`config.mk`:
```
export PLATFORM = sky130hd
export DESIGN_NAME = pd_tx_ctrl
export DESIGN_NICKNAME = d
export VERILOG_FILES = /design/src/rtl/pd_tx_pkg.sv /design/src/rtl/pd_crc_rcv_timer.sv /design/src/rtl/pd_tx_ctrl.sv
export SDC_FILE = /design/constraint.sdc
export NUM_CORES = 1
export LEC_CHECK = 0
export ABC_AREA = 1
export CAP_MARGIN = 40
export CORE_ASPECT_RATIO = 1.25
export CORE_UTILIZATION = 53
export DETAILED_ROUTE_END_ITERATION = 10
export GPL_TIMING_DRIVEN = 0
export HOLD_SLACK_MARGIN = 0.03
export PLACE_DENSITY = 0.89
export SLEW_MARGIN = 30
export SYNTH_ARGS = -nofsm -noshare
export SYNTH_HDL_FRONTEND = slang
export SYNTH_SLANG_ARGS = --single-unit
```
`constraint.sdc`:
```
create_clock -name clk -period 2.05 [get_ports clk]
set_clock_uncertainty 0.15 [all_clocks]
set_input_delay 0.205 -clock clk [delete_from_list [all_inputs] [get_ports clk]]
set_output_delay 0.205 -clock clk [all_outputs]
set_load 0.02 [all_outputs]
```
`src/rtl/pd_tx_pkg.sv`:
```
// Shared constants for the USB-PD protocol transmit controller.
package pd_tx_pkg;

    localparam int unsigned MSGID_W = 3;
    localparam int unsigned SOP_W   = 3;
    localparam int unsigned ST_W    = 6;

    // One-hot transmit FSM encoding
    localparam logic [ST_W-1:0] ST_IDLE        = 6'b000001;
    localparam logic [ST_W-1:0] ST_CONSTRUCT   = 6'b000010;
    localparam logic [ST_W-1:0] ST_WAIT_RESP   = 6'b000100;
    localparam logic [ST_W-1:0] ST_CHECK_RETRY = 6'b001000;
    localparam logic [ST_W-1:0] ST_SUCCESS     = 6'b010000;
    localparam logic [ST_W-1:0] ST_FAIL        = 6'b100000;

    // SOP* codes
    localparam logic [SOP_W-1:0] SOP_SOP    = 3'd0;
    localparam logic [SOP_W-1:0] SOP_PRIME  = 3'd1;
    localparam logic [SOP_W-1:0] SOP_DPRIME = 3'd2;

endpackage

```
`src/rtl/pd_crc_rcv_timer.sv`:
```
// CRCReceiveTimer: loadable down-counter; expire_c flags the last counted cycle.
module pd_crc_rcv_timer #(
    parameter int unsigned TMR_W = 8
) (
    input  logic             clk,
    input  logic             reset,
    input  logic             load,
    input  logic [TMR_W-1:0] load_val,
    input  logic             run,
    output logic             expire_c
);

    logic [TMR_W-1:0] count;

    // Load has priority; otherwise count down while running, saturating at zero
    always_ff @(posedge clk) begin
        if (reset) begin
            count <= '0;
        end else if (load) begin
            count <= load_val;
        end else if (run && (count != '0)) begin
            count <= count - TMR_W'(1);
        end
    end

    assign expire_c = (count == TMR_W'(1));

endmodule

```
`src/rtl/pd_tx_ctrl.sv`:
```
// USB-PD protocol-layer transmit controller: MessageID tracking, GoodCRC wait and retries.
module pd_tx_ctrl
    import pd_tx_pkg::*;
#(
    parameter int unsigned N_SOP       = 3,
    parameter int unsigned RETRY_W     = 3,
    parameter int unsigned TMR_W       = 8,
    parameter int unsigned CRC_TIMEOUT = 100
) (
    input  logic               clk,
    input  logic               reset,
    input  logic               tx_req,
    input  logic [SOP_W-1:0]   tx_type,
    input  logic [RETRY_W-1:0] n_retry,
    output logic               phy_start,
    output logic [SOP_W-1:0]   phy_sop,
    output logic [MSGID_W-1:0] phy_msgid,
    input  logic               phy_sent,
    input  logic               phy_discard,
    input  logic               rx_goodcrc,
    input  logic [SOP_W-1:0]   rx_sop,
    input  logic [MSGID_W-1:0] rx_msgid,
    input  logic [N_SOP-1:0]   msgid_clr,
    output logic               busy,
    output logic               alert_success,
    output logic               alert_failed,
    output logic [RETRY_W-1:0] retry_cnt
);

    logic [ST_W-1:0]    state_q;
    logic [ST_W-1:0]    state_d;
    logic [RETRY_W-1:0] nretry_q;
    logic               inval_q;
    logic [MSGID_W-1:0] msgid_cnt [N_SOP];
    logic [MSGID_W-1:0] sel_msgid;
    logic               type_ok;
    logic               accept;
    logic               reject;
    logic               tmr_load;
    logic               tmr_expire;
    logic               retry_inc;
    logic               match;
    logic               bump;

    assign type_ok = (32'(tx_type) < N_SOP);
    assign match   = rx_goodcrc && (rx_sop == phy_sop) && (rx_msgid == phy_msgid);
    assign bump    = ((state_q == ST_SUCCESS) || (state_q == ST_FAIL)) && !inval_q;

    // Current MessageID of the channel being requested
    always_comb begin
        sel_msgid = '0;
        for (int unsigned i = 0; i < N_SOP; i++) begin
            if (tx_type == SOP_W'(i)) begin
                sel_msgid = msgid_cnt[i];
            end
        end
    end

    // Next-state and transition strobes
    always_comb begin
        state_d   = state_q;
        accept    = 1'b0;
        reject    = 1'b0;
        tmr_load  = 1'b0;
        retry_inc = 1'b0;
        case (state_q)
            ST_IDLE: begin
                if (tx_req) begin
                    if (type_ok) begin
                        accept  = 1'b1;
                        state_d = ST_CONSTRUCT;
                    end else begin
                        reject  = 1'b1;
                        state_d = ST_FAIL;
                    end
                end
            end
            ST_CONSTRUCT: begin
                if (phy_sent) begin
                    tmr_load = 1'b1;
                    state_d  = ST_WAIT_RESP;
                end else if (phy_discard) begin
                    state_d = ST_CHECK_RETRY;
                end
            end
            ST_WAIT_RESP: begin
                if (match) begin
                    state_d = ST_SUCCESS;
                end else if (tmr_expire) begin
                    state_d = ST_CHECK_RETRY;
                end
            end
            ST_CHECK_RETRY: begin
                if (retry_cnt == nretry_q) begin
                    state_d = ST_FAIL;
                end else begin
                    retry_inc = 1'b1;
                    state_d   = ST_CONSTRUCT;
                end
            end
            ST_SUCCESS: state_d = ST_IDLE;
            ST_FAIL:    state_d = ST_IDLE;
            default:    state_d = ST_IDLE;
        endcase
    end

    // State register, registered outputs and per-transfer latches
    always_ff @(posedge clk) begin
        if (reset) begin
            state_q       <= ST_IDLE;
            busy          <= 1'b0;
            phy_start     <= 1'b0;
            alert_success <= 1'b0;
            alert_failed  <= 1'b0;
            phy_sop       <= '0;
            phy_msgid     <= '0;
            nretry_q      <= '0;
            retry_cnt     <= '0;
            inval_q       <= 1'b0;
        end else begin
            state_q       <= state_d;
            busy          <= (state_d != ST_IDLE);
            phy_start     <= (state_d == ST_CONSTRUCT);
            alert_success <= (state_d == ST_SUCCESS);
            alert_failed  <= (state_d == ST_FAIL);
            if (accept) begin
                phy_sop   <= tx_type;
                phy_msgid <= sel_msgid;
                nretry_q  <= n_retry;
                retry_cnt <= '0;
                inval_q   <= 1'b0;
            end
            if (reject) begin
                inval_q <= 1'b1;
            end
            if (retry_inc) begin
                retry_cnt <= retry_cnt + RETRY_W'(1);
            end
        end
    end

    // MessageIDCounters: clear beats the end-of-transfer increment
    always_ff @(posedge clk) begin
        if (reset) begin
            for (int unsigned i = 0; i < N_SOP; i++) begin
                msgid_cnt[i] <= '0;
            end
        end else begin
            for (int unsigned i = 0; i < N_SOP; i++) begin
                if (msgid_clr[i]) begin
                    msgid_cnt[i] <= '0;
                end else if (bump && (phy_sop == SOP_W'(i))) begin
                    msgid_cnt[i] <= msgid_cnt[i] + MSGID_W'(1);
                end
            end
        end
    end

    pd_crc_rcv_timer #(
        .TMR_W (TMR_W)
    ) u_timer (
        .clk      (clk),
        .reset    (reset),
        .load     (tmr_load),
        .load_val (TMR_W'(CRC_TIMEOUT)),
        .run      (state_q == ST_WAIT_RESP),
        .expire_c (tmr_expire)
    );

endmodule

```
==> flow_summary.yaml <==
place:
  globalplace.congestion: 0.8178
  place_area_um2: 2445
  dpl.hpwl_um: 3117
  port_buffers: 32
power_and_ir_drop:
  power_density_nw_per_um2: 624.9
  power.ir.vdd_worst_mv: 0.4263
  static-leakage-power_nw: 1.126
clocking:
  ctsHoldBuffers: 0
  clock_tree_from_tritoncts: "yes"
  cts_root_buffer: "sky130_fd_sc_hd__clkbuf_8"
  cells_resized_by_post_cts_repair: 0
  clock_sink_count: 40
  post_cts_buffers: 0
  cts_inserted_buffers: 5
  clkLatencyLatePin_ps: 290
  clk_path_buf_depth: 2
  cts_htree_levels: 2
  clk_pin_slew_worst_paths_ps: 80
layout:
  area_growth_pct: 22.32
  drive_above_1_share: 0.06984
  nNetsFinal: 341
  stdcell_area_um2: 2537
  diodes: 0
  layout.cells.most_common: "sky130_fd_sc_hd__nand2_1"
  mostFrequentLayoutCells: "sky130_fd_sc_hd__nand2_1, sky130_fd_sc_hd__nor2_1, sky130_fd_sc_hd__inv_1"
logic_synthesis:
  synth.top_cells.by_area: "sky130_fd_sc_hd__dfxtp_1, sky130_fd_sc_hd__edfxtp_1, sky130_fd_sc_hd__nand2_1"
  synth_top_area_cell: "sky130_fd_sc_hd__dfxtp_1"
  synth.ff_latch_count: 40
  post_synth_num_cell_types: 33
  synthesis.area_per_instance_um2: 7.544
  synth-edff-count: 9
  synth_top_area_frac: 0.2992
  synth.yosys.seq_area_share: 0.4294
  dominantRegCellSynth: "sky130_fd_sc_hd__dfxtp_1"
  post_synth_instance_area_um2: 2074
  netlist_instances: 275
  synth.net_count: 302
  yosysWarningCount: 0
  synthArstFlopShare: 0
sta:
  worst-slew-pin-transition_ps: 495.1
  timing.max_slew.rel_slack: 0.6692
  setup_repair_after_global_routing_missed_its_margin: "no"
  report.final.slew_viol_count: 0
  highest_attainable_clock_frequency_mhz: 553.7
  layout_min_cycle_time_ps: 1806
  finalCritPeriodShare: 0.8809
  finalHoldViolations: 0
  setup-violations-final: 0
  fin_setup_tns_ps: 0
global_route:
  antenna_found_initial: 0
  grt_start_max_net_pins: 13
  grt_pass1_wl_um: 6699
  via_count_of_the_first_global_routing_pass: 1647
  overflow: 0
  grt_util_all_layers: 0.2100
route:
  initialDrtViolationCount: 90
  detail_route.wirelength_um: 4117
  num_vias: 1823
  routed_via_density: 5.135
  drc_errors: 4
  routed_antenna_nets: 0
  detail_route.wl_per_cell_um: 11.60
  drt_pre_antenna_iters: 7
floorplan:
  placeableCoreArea_um2: 3754
  dieArea_um2: 4170
  floorplan.die.height_um: 71.95
  io_pins: 34
  row_count: 25
  chipWidth_um: 57.96
  initial_core_util: 0.5527
setup_path:
  startpoint_type: "register"
  critical_path_required_ps: 1900
  cp-end-kind: "register"
  critical_path_peak_fanout: 4
  cp.arrival_ps: 1660
  timing_worst_setup_path_type: "register to register"
run:
  drv_cap: 0
status:
  outcome: "finished with violations"
  violations: "DRC"
worst_hold_path:
  hp-class: "input pin to register"
area by class of cell:
type | instances | area (µm²)
well taps | 40 | 50.05
clock buffers | 6 | 82.58
flip-flops and latches | 40 | 890.9
plain buffers | 4 | 23.77
multi-input cells | 192 | 1007
repair buffers | 32 | 320.3
clock inverters | 2 | 10.01
fillers | 305 | 1216
inverters | 39 | 152.6
registers in the layout (all words and copies together), names as in the netlist:
signal,flops
msgid_cnt,9
u_timer.count,8
alert_failed,1
state_q,6
busy,1
phy_msgid,3
phy_start,1
phy_sop,3
alert_success,1
nretry_q,3
inval_q,1
retry_cnt,3
worst max-delay path: stages, from the launching register on:
cell and delay (ps):
sky130_fd_sc_hd__dfxtp_1 340, sky130_fd_sc_hd__nor2_2 180, sky130_fd_sc_hd__nand4_1 170, sky130_fd_sc_hd__nor3_1 320, sky130_fd_sc_hd__nand2_1 170, sky130_fd_sc_hd__nand3b_1 190
stage by stage:
step	std cells	hold WS (ps)	power (mW)	setup slack, ps	utilization
2_1_floorplan	275	211.6	0.9829	561.2	-
3_3_place_gp	347	322.1	1.062	275.8	0.6513
3_5_place_dp	347	327.2	1.066	261.3	0.6513
4_1_cts	355	107.2	1.598	279.8	0.6760
5_1_grt	355	149.3	1.656	126.7	0.6760
6_report	355	115.5	1.586	244.1	0.6760
synth_stat cells, types with 2 or more instances:
master / instances
sky130_fd_sc_hd__nand2_1: 56
sky130_fd_sc_hd__nor2_1: 40
sky130_fd_sc_hd__inv_1: 37
sky130_fd_sc_hd__dfxtp_1: 31
sky130_fd_sc_hd__nand3_1: 23
sky130_fd_sc_hd__a21oi_1: 12
sky130_fd_sc_hd__edfxtp_1: 9
sky130_fd_sc_hd__o21ai_0: 8
sky130_fd_sc_hd__xnor2_1: 8
sky130_fd_sc_hd__ha_1: 6
sky130_fd_sc_hd__nand4_1: 6
sky130_fd_sc_hd__o22ai_1: 6
sky130_fd_sc_hd__nor3_1: 4
sky130_fd_sc_hd__nor2_2: 3
sky130_fd_sc_hd__o211ai_1: 3
sky130_fd_sc_hd__xor2_1: 3
sky130_fd_sc_hd__clkbuf_1: 2
sky130_fd_sc_hd__nand2_4: 2
sky130_fd_sc_hd__nor2_4: 2
cell families after synthesis:
group,after synthesis,share of synthesized area
AOI/OAI and AO/OA,34,0.09711
xor gates and xnor gates,11,0.04645
adders and majority gates,6,0.03619
buffers and inverters,43,0.08504
DFF,40,0.4294
and+or+nand+nor,141,0.3058
layer usage:
layer  GRT usage  vias up  routed length, µm
met1      0.2431      817               1837
met2      0.3640       34               2041
met5           0        -                  0
li1            -      967                  -
met3     0.04813        5                170
met4     0.09788        0                 68
power breakdown:
part           leakage [nW]  switching [mW]  internal [mW]
Sequential            0.352          0.0179          0.831
Combinational         0.724           0.107         0.0922
Clock                0.0510           0.269          0.268
Total                  1.13           0.394           1.19
worst paths after layout:
kind                                    endpoint  slack [ps]  cells after the start              from
worst max-delay path             msgid_cnt[1][1]         240                      5        state_q[2]
worst min-delay path            u_timer.count[2]         120                      2             reset
worst max register to register   msgid_cnt[1][1]         240                      5        state_q[2]
worst min register to register  u_timer.count[0]         350                      2  u_timer.count[0]
(Power assumes the default switching activity.)
